File: src/rtl/stopwatch_ctrl.sv
// Mode controller for the stopwatch: conditions pause/adjust/select, sequences
// RUN / PAUSED / ADJ_SEC / ADJ_MIN and issues one-cycle counter strobes and blink masks.
module stopwatch_ctrl #(
    parameter int DB_CYCLES   = 1_000_000,
    parameter int SYNC_STAGES = 2
) (
    input  logic       clk,
    input  logic       reset,
    input  logic       pause,
    input  logic       adjust,
    input  logic       select,
    input  logic       en_1hz,
    input  logic       en_2hz,
    output logic       step,
    output logic       adj_sec,
    output logic       adj_min,
    output logic       blank_sec,
    output logic       blank_min,
    output logic [1:0] mode
);

    typedef enum logic [1:0] {
        RUN     = 2'd0,
        PAUSED  = 2'd1,
        ADJ_SEC = 2'd2,
        ADJ_MIN = 2'd3
    } state_t;

    localparam int CW = $clog2(DB_CYCLES + 1);
    localparam logic [CW-1:0] DB_LAST = CW'(DB_CYCLES - 1);

    logic [SYNC_STAGES-1:0] pause_sync, adjust_sync, select_sync;
    logic                   pause_s, adjust_s, select_s;
    logic                   db_level, db_level_d, press;
    logic [CW-1:0]          db_cnt;
    state_t                 state, state_next;
    logic                   paused, paused_next;
    logic                   phase, phase_next;
    logic                   in_adj;

    assign pause_s  = pause_sync[SYNC_STAGES-1];
    assign adjust_s = adjust_sync[SYNC_STAGES-1];
    assign select_s = select_sync[SYNC_STAGES-1];
    assign in_adj   = (state == ADJ_SEC) || (state == ADJ_MIN);
    assign mode     = state;

    always_ff @(posedge clk) begin
        if (!reset) begin
            pause_sync  <= '0;
            adjust_sync <= '0;
            select_sync <= '0;
        end else begin
            pause_sync  <= {pause_sync[SYNC_STAGES-2:0], pause};
            adjust_sync <= {adjust_sync[SYNC_STAGES-2:0], adjust};
            select_sync <= {select_sync[SYNC_STAGES-2:0], select};
        end
    end

    // Accepted level moves only after DB_CYCLES consecutive disagreeing samples;
    // press is a registered rising edge of the accepted level.
    always_ff @(posedge clk) begin
        if (!reset) begin
            db_level   <= 1'b0;
            db_level_d <= 1'b0;
            db_cnt     <= '0;
            press      <= 1'b0;
        end else begin
            db_level_d <= db_level;
            press      <= db_level & ~db_level_d;
            if (pause_s == db_level) begin
                db_cnt <= '0;
            end else if (db_cnt == DB_LAST) begin
                db_level <= pause_s;
                db_cnt   <= '0;
            end else begin
                db_cnt <= db_cnt + 1'b1;
            end
        end
    end

    always_comb begin
        paused_next = paused;
        state_next  = RUN;
        phase_next  = phase;
        if (press && !adjust_s) begin
            paused_next = ~paused;
        end
        if (adjust_s) begin
            state_next = select_s ? ADJ_MIN : ADJ_SEC;
        end else begin
            state_next = paused_next ? PAUSED : RUN;
        end
        // Entering an adjust field (including a field swap) restarts the blink visible.
        if ((state_next == ADJ_SEC || state_next == ADJ_MIN) && state_next != state) begin
            phase_next = 1'b0;
        end else if (in_adj && en_2hz) begin
            phase_next = ~phase;
        end
    end

    always_ff @(posedge clk) begin
        if (!reset) begin
            state     <= RUN;
            paused    <= 1'b0;
            phase     <= 1'b0;
            step      <= 1'b0;
            adj_sec   <= 1'b0;
            adj_min   <= 1'b0;
            blank_sec <= 1'b0;
            blank_min <= 1'b0;
        end else begin
            state     <= state_next;
            paused    <= paused_next;
            phase     <= phase_next;
            step      <= (state == RUN) & en_1hz;
            adj_sec   <= (state == ADJ_SEC) & en_2hz;
            adj_min   <= (state == ADJ_MIN) & en_2hz;
            blank_sec <= (state_next == ADJ_SEC) & phase_next;
            blank_min <= (state_next == ADJ_MIN) & phase_next;
        end
    end

endmodule

File: config.mk
export PLATFORM = sky130hd
export DESIGN_NAME = stopwatch_ctrl
export DESIGN_NICKNAME = d
export VERILOG_FILES = /design/src/rtl/stopwatch_ctrl.sv
export SDC_FILE = /design/constraint.sdc
export NUM_CORES = 1
export LEC_CHECK = 0
export BUFFER_PORTS_ARGS = -buffer_cell sky130_fd_sc_hd__clkbuf_2
export CELL_PAD_IN_SITES_DETAIL_PLACEMENT = 0
export CELL_PAD_IN_SITES_GLOBAL_PLACEMENT = 1
export CORE_ASPECT_RATIO = 1.2
export CORE_MARGIN = 1
export CORE_UTILIZATION = 40
export CTS_BUF_LIST = sky130_fd_sc_hd__clkbuf_16
export CTS_CLUSTER_SIZE = 12
export DETAILED_ROUTE_END_ITERATION = 12
export PLACE_DENSITY = 0.81
export SLEW_MARGIN = 10
export SYNTH_ARGS = -nofsm -noshare
export SYNTH_HDL_FRONTEND = slang
export SYNTH_SLANG_ARGS = --single-unit
File: constraint.sdc
create_clock -name clk -period 2.4 [get_ports clk]
set_clock_uncertainty 0.1 [all_clocks]
set_input_delay 0.36 -clock clk [delete_from_list [all_inputs] [get_ports clk]]
set_output_delay 0.36 -clock clk [all_outputs]
set_load 0.005 [all_outputs]
==> flow_summary.rst <==
.. list-table::
   :header-rows: 1

   * - Metric
     - Value
   * - Gate Count Post-Synth
     - 164
   * - Number of iterations in the first detailed-routing pass
     - 4
   * - Sequential share of the synthesized area
     - 50.2%
   * - Total global routing overflow
     - 0
   * - Number of antenna violations at the first check in global routing
     - 0
   * - Register cell area after layout
     - 761 sq um
   * - Clock transition at the registers of the reported paths
     - 0.05 ns
   * - Flop and latch count out of synthesis
     - 38
   * - Fill count
     - 340
   * - Number of setup buffers added after CTS
     - 0
   * - Post-synth cell types
     - 31
   * - Count of endpoints failing hold in the final timing report
     - 0
   * - Peak supply drop
     - 0.634 mV
   * - Number of synthesized flops with an enable pin
     - 0
   * - Fmax
     - 525 MHz
   * - Synth-to-Final Area Change
     - 16.5%
   * - Fin nets
     - 187
   * - Post-route minimum period
     - 1.90 ns
   * - Post-DRT Antenna Nets
     - 0
   * - Cell count after placement
     - 224
   * - CTS tree
     - built
   * - CTS Buf Count
     - 5
   * - Placement row count
     - 24
   * - Mapped cell area
     - 1520 sq um
   * - Power Density
     - 713 nW/um^2
   * - Worst max-slew margin expressed relative to the limit
     - 74.5%
   * - Vias in the first global route
     - 1150
   * - Setup repair after global routing missed its margin
     - no
   * - Final number of setup-violating endpoints
     - 0
   * - Gpl congestion
     - 0.851
   * - Crit path launch type
     - flip-flop
   * - Clock net sink count
     - 38
   * - Top post-synthesis cells by area
     - sky130_fd_sc_hd__dfxtp_1 (50%), sky130_fd_sc_hd__xnor2_1 (8.1%), sky130_fd_sc_hd__nor2_1 (5.0%)
   * - Critical-path top delay cell
     - sky130_fd_sc_hd__or4b_4
   * - Status
     - complete, no violations
   * - Kind of capture point of the worst setup path
     - flip-flop
   * - Count of final max-slew check failures
     - 0
   * - WL/cell
     - 11.3 microns
   * - Die Outline Area
     - 4040 sq um
   * - Max stage delay on crit path
     - 0.51 ns
   * - First-pass GRT wire length
     - 4860 microns
   * - Library cell with the largest summed area after synthesis
     - sky130_fd_sc_hd__dfxtp_1
   * - Most instantiated library cell after synthesis
     - sky130_fd_sc_hd__dfxtp_1
   * - DR vias
     - 1150
   * - Setup_tns
     - 0 ns
   * - Buffers plus inverters on the worst setup path
     - 0
   * - Library cell used as clock root buffer
     - sky130_fd_sc_hd__clkbuf_16
   * - Routed length on met1
     - 1190 microns
   * - Routed met3 length
     - 138 microns
   * - Pin count of the biggest net entering global routing
     - 21
   * - Worst hold margin
     - 0.189 ns
   * - Top cells by instance count after synthesis
     - sky130_fd_sc_hd__dfxtp_1 (38), sky130_fd_sc_hd__nor2_1 (20), sky130_fd_sc_hd__xnor2_1 (14)
   * - Area share of the largest cell type after synthesis
     - 50.2%
   * - Total met2 wirelength after detailed routing
     - 1240 microns
   * - Commonest register cell after synthesis
     - sky130_fd_sc_hd__dfxtp_1
   * - Synthesized Nets
     - 172
   * - Number of port buffers
     - 13
   * - Remaining DRCs
     - 0
   * - Count of placed standard cells in the final layout, fillers left out
     - 232
   * - I/O pin count
     - 14
   * - Drt first-iter violations
     - 19
   * - Die X
     - 58.2 microns
   * - Hold buffer count at CTS
     - 0
   * - Initial Utilization
     - 41.7%
   * - Post-route total power
     - 1260 uW
   * - Critical path required time
     - 2.51 ns
   * - Largest delay share family, worst path
     - simple AND/OR/NAND/NOR gates
   * - Worst-Margin Slew
     - 0.380 ns
   * - Max-cap violations
     - 0
   * - Clock latency reported for the late side of the worst-skew pair
     - 0.28 ns
   * - Die span in y
     - 69.5 microns
   * - Cells along the critical path
     - nand4_4 > or3_1 > or4b_4 > a21oi_2
   * - Diode insertion count for antenna repair
     - 0
   * - Non-Filler Cell Area, Final
     - 1770 sq um
   * - Cell area after placement
     - 1630 sq um
   * - Clock tree buffer depth
     - 2
   * - Top fanout value on the critical path
     - 7
   * - WP data arrival
     - 2.02 ns
   * - Placed wire-length estimate after detailed placement
     - 1840 microns
   * - Fraction of layout cells with a size suffix above 1
     - 12.8%
   * - Number of warnings issued by yosys
     - 0
   * - Clock H-tree levels
     - 2
   * - Share of the clock period used by the worst path
     - 79.4%
   * - Avg Cell Area, Syn
     - 9.25 sq um
   * - Post-cts sizing count
     - 0
   * - Post-detailed-routing wire length
     - 2620 microns
   * - Average via count per standard cell
     - 4.96
   * - Path type of the worst setup path
     - reg -> reg
   * - Total global-route track usage
     - 15.8%
   * - Worst hold-check path type
     - in -> reg
   * - Area occupied by multi-input gates
     - 713 sq um
   * - Share of async-settable or async-resettable flops after synthesis
     - 0%
   * - Leakage component of the power
     - 0.000611 uW
   * - Area of the core region
     - 3630 sq um
   * - Highest routing layer actually used
     - met4
## power breakdown
group / switching (uW) / internal, uW
clock network: 224 / 373
logic: 10.5 / 10.9
registers: 3.81 / 639
## state kept, by name, indices dropped and copies added, names as in the netlist
register,cells
press,1
pause_sync,2
blank_sec,1
step,1
blank_min,1
db_cnt,20
db_level,1
select_sync,2
adj_min,1
phase,1
adjust_sync,2
mode,2
adj_sec,1
paused,1
db_level_d,1
## logic make-up (layout without fill, tap and decap cells)
logic type	after synthesis	count (layout)	synth area share [%]
fa+ha+maj	1	1	0.825
buf+inv	11	27	2.81
compound gates	13	13	5.28
flops	38	38	50.2
xor+xnor	19	19	11.0
simple gates	82	82	30.0
## layer usage
metal / vias to the layer above / track usage [%]
met5: - / 0
met4: 0 / 7.14
met3: 6 / 6.90
met2: 31 / 25.8
met1: 519 / 17.5
li1: 594 / -
## stage by stage
step	util [%]	setup WS (ns)
after floorplan	-	0.564
after global placement	44.9	0.558
after detailed placement	44.9	0.501
after CTS	48.6	0.496
after global routing	48.6	0.398
final	48.6	0.495
## cell type report
class	instances	area share (%)
tap	52	3.68
timing repair buffer	14	4.11
sequential	38	43.1
clock buffer	5	7.08
multi-input combinational	115	40.4
inverter	5	1.06
clock inverter	3	0.637
## path summary, 6_finish.rpt
path                                            start                        end  slack (ns)  cells after the start
worst max-delay path             db_cnt[6]$_SDFF_PP0_      db_cnt[18]$_SDFF_PP0_        0.50                      4
worst min-delay path                           select  select_sync[0]$_SDFF_PN0_        0.19                      2
worst max register to register   db_cnt[6]$_SDFF_PP0_      db_cnt[18]$_SDFF_PP0_        0.50                      4
worst min register to register  db_level_d$_SDFF_PN0_           press$_SDFF_PN0_        0.28                      1
## worst reg2reg max path, stage by stage, from the launching register on
cell and delay [ns]:
sky130_fd_sc_hd__dfxtp_1 0.46, sky130_fd_sc_hd__nand4_4 0.18, sky130_fd_sc_hd__or3_1 0.47, sky130_fd_sc_hd__or4b_4 0.51
sky130_fd_sc_hd__a21oi_2 0.13
## cells in the final DEF (no fill, tap or decap), types with 2 or more instances in the layout
cell type,instances
sky130_fd_sc_hd__and3_1,4
sky130_fd_sc_hd__dfxtp_1,38
sky130_fd_sc_hd__o31ai_1,2
sky130_fd_sc_hd__clkinv_1,3
sky130_fd_sc_hd__o21ai_0,4
sky130_fd_sc_hd__or3_1,3
sky130_fd_sc_hd__nand2_1,11
sky130_fd_sc_hd__xnor2_1,14
sky130_fd_sc_hd__nor4b_1,2
sky130_fd_sc_hd__nor4_1,6
sky130_fd_sc_hd__inv_1,5
sky130_fd_sc_hd__nand4_1,4
sky130_fd_sc_hd__a21oi_1,4
sky130_fd_sc_hd__nand3_1,11
sky130_fd_sc_hd__nor2_1,20
sky130_fd_sc_hd__clkbuf_16,5
sky130_fd_sc_hd__and2_1,10
sky130_fd_sc_hd__clkbuf_2,13
sky130_fd_sc_hd__nor3_1,3
sky130_fd_sc_hd__xor2_1,5
Power figures use the tool's default switching activity.
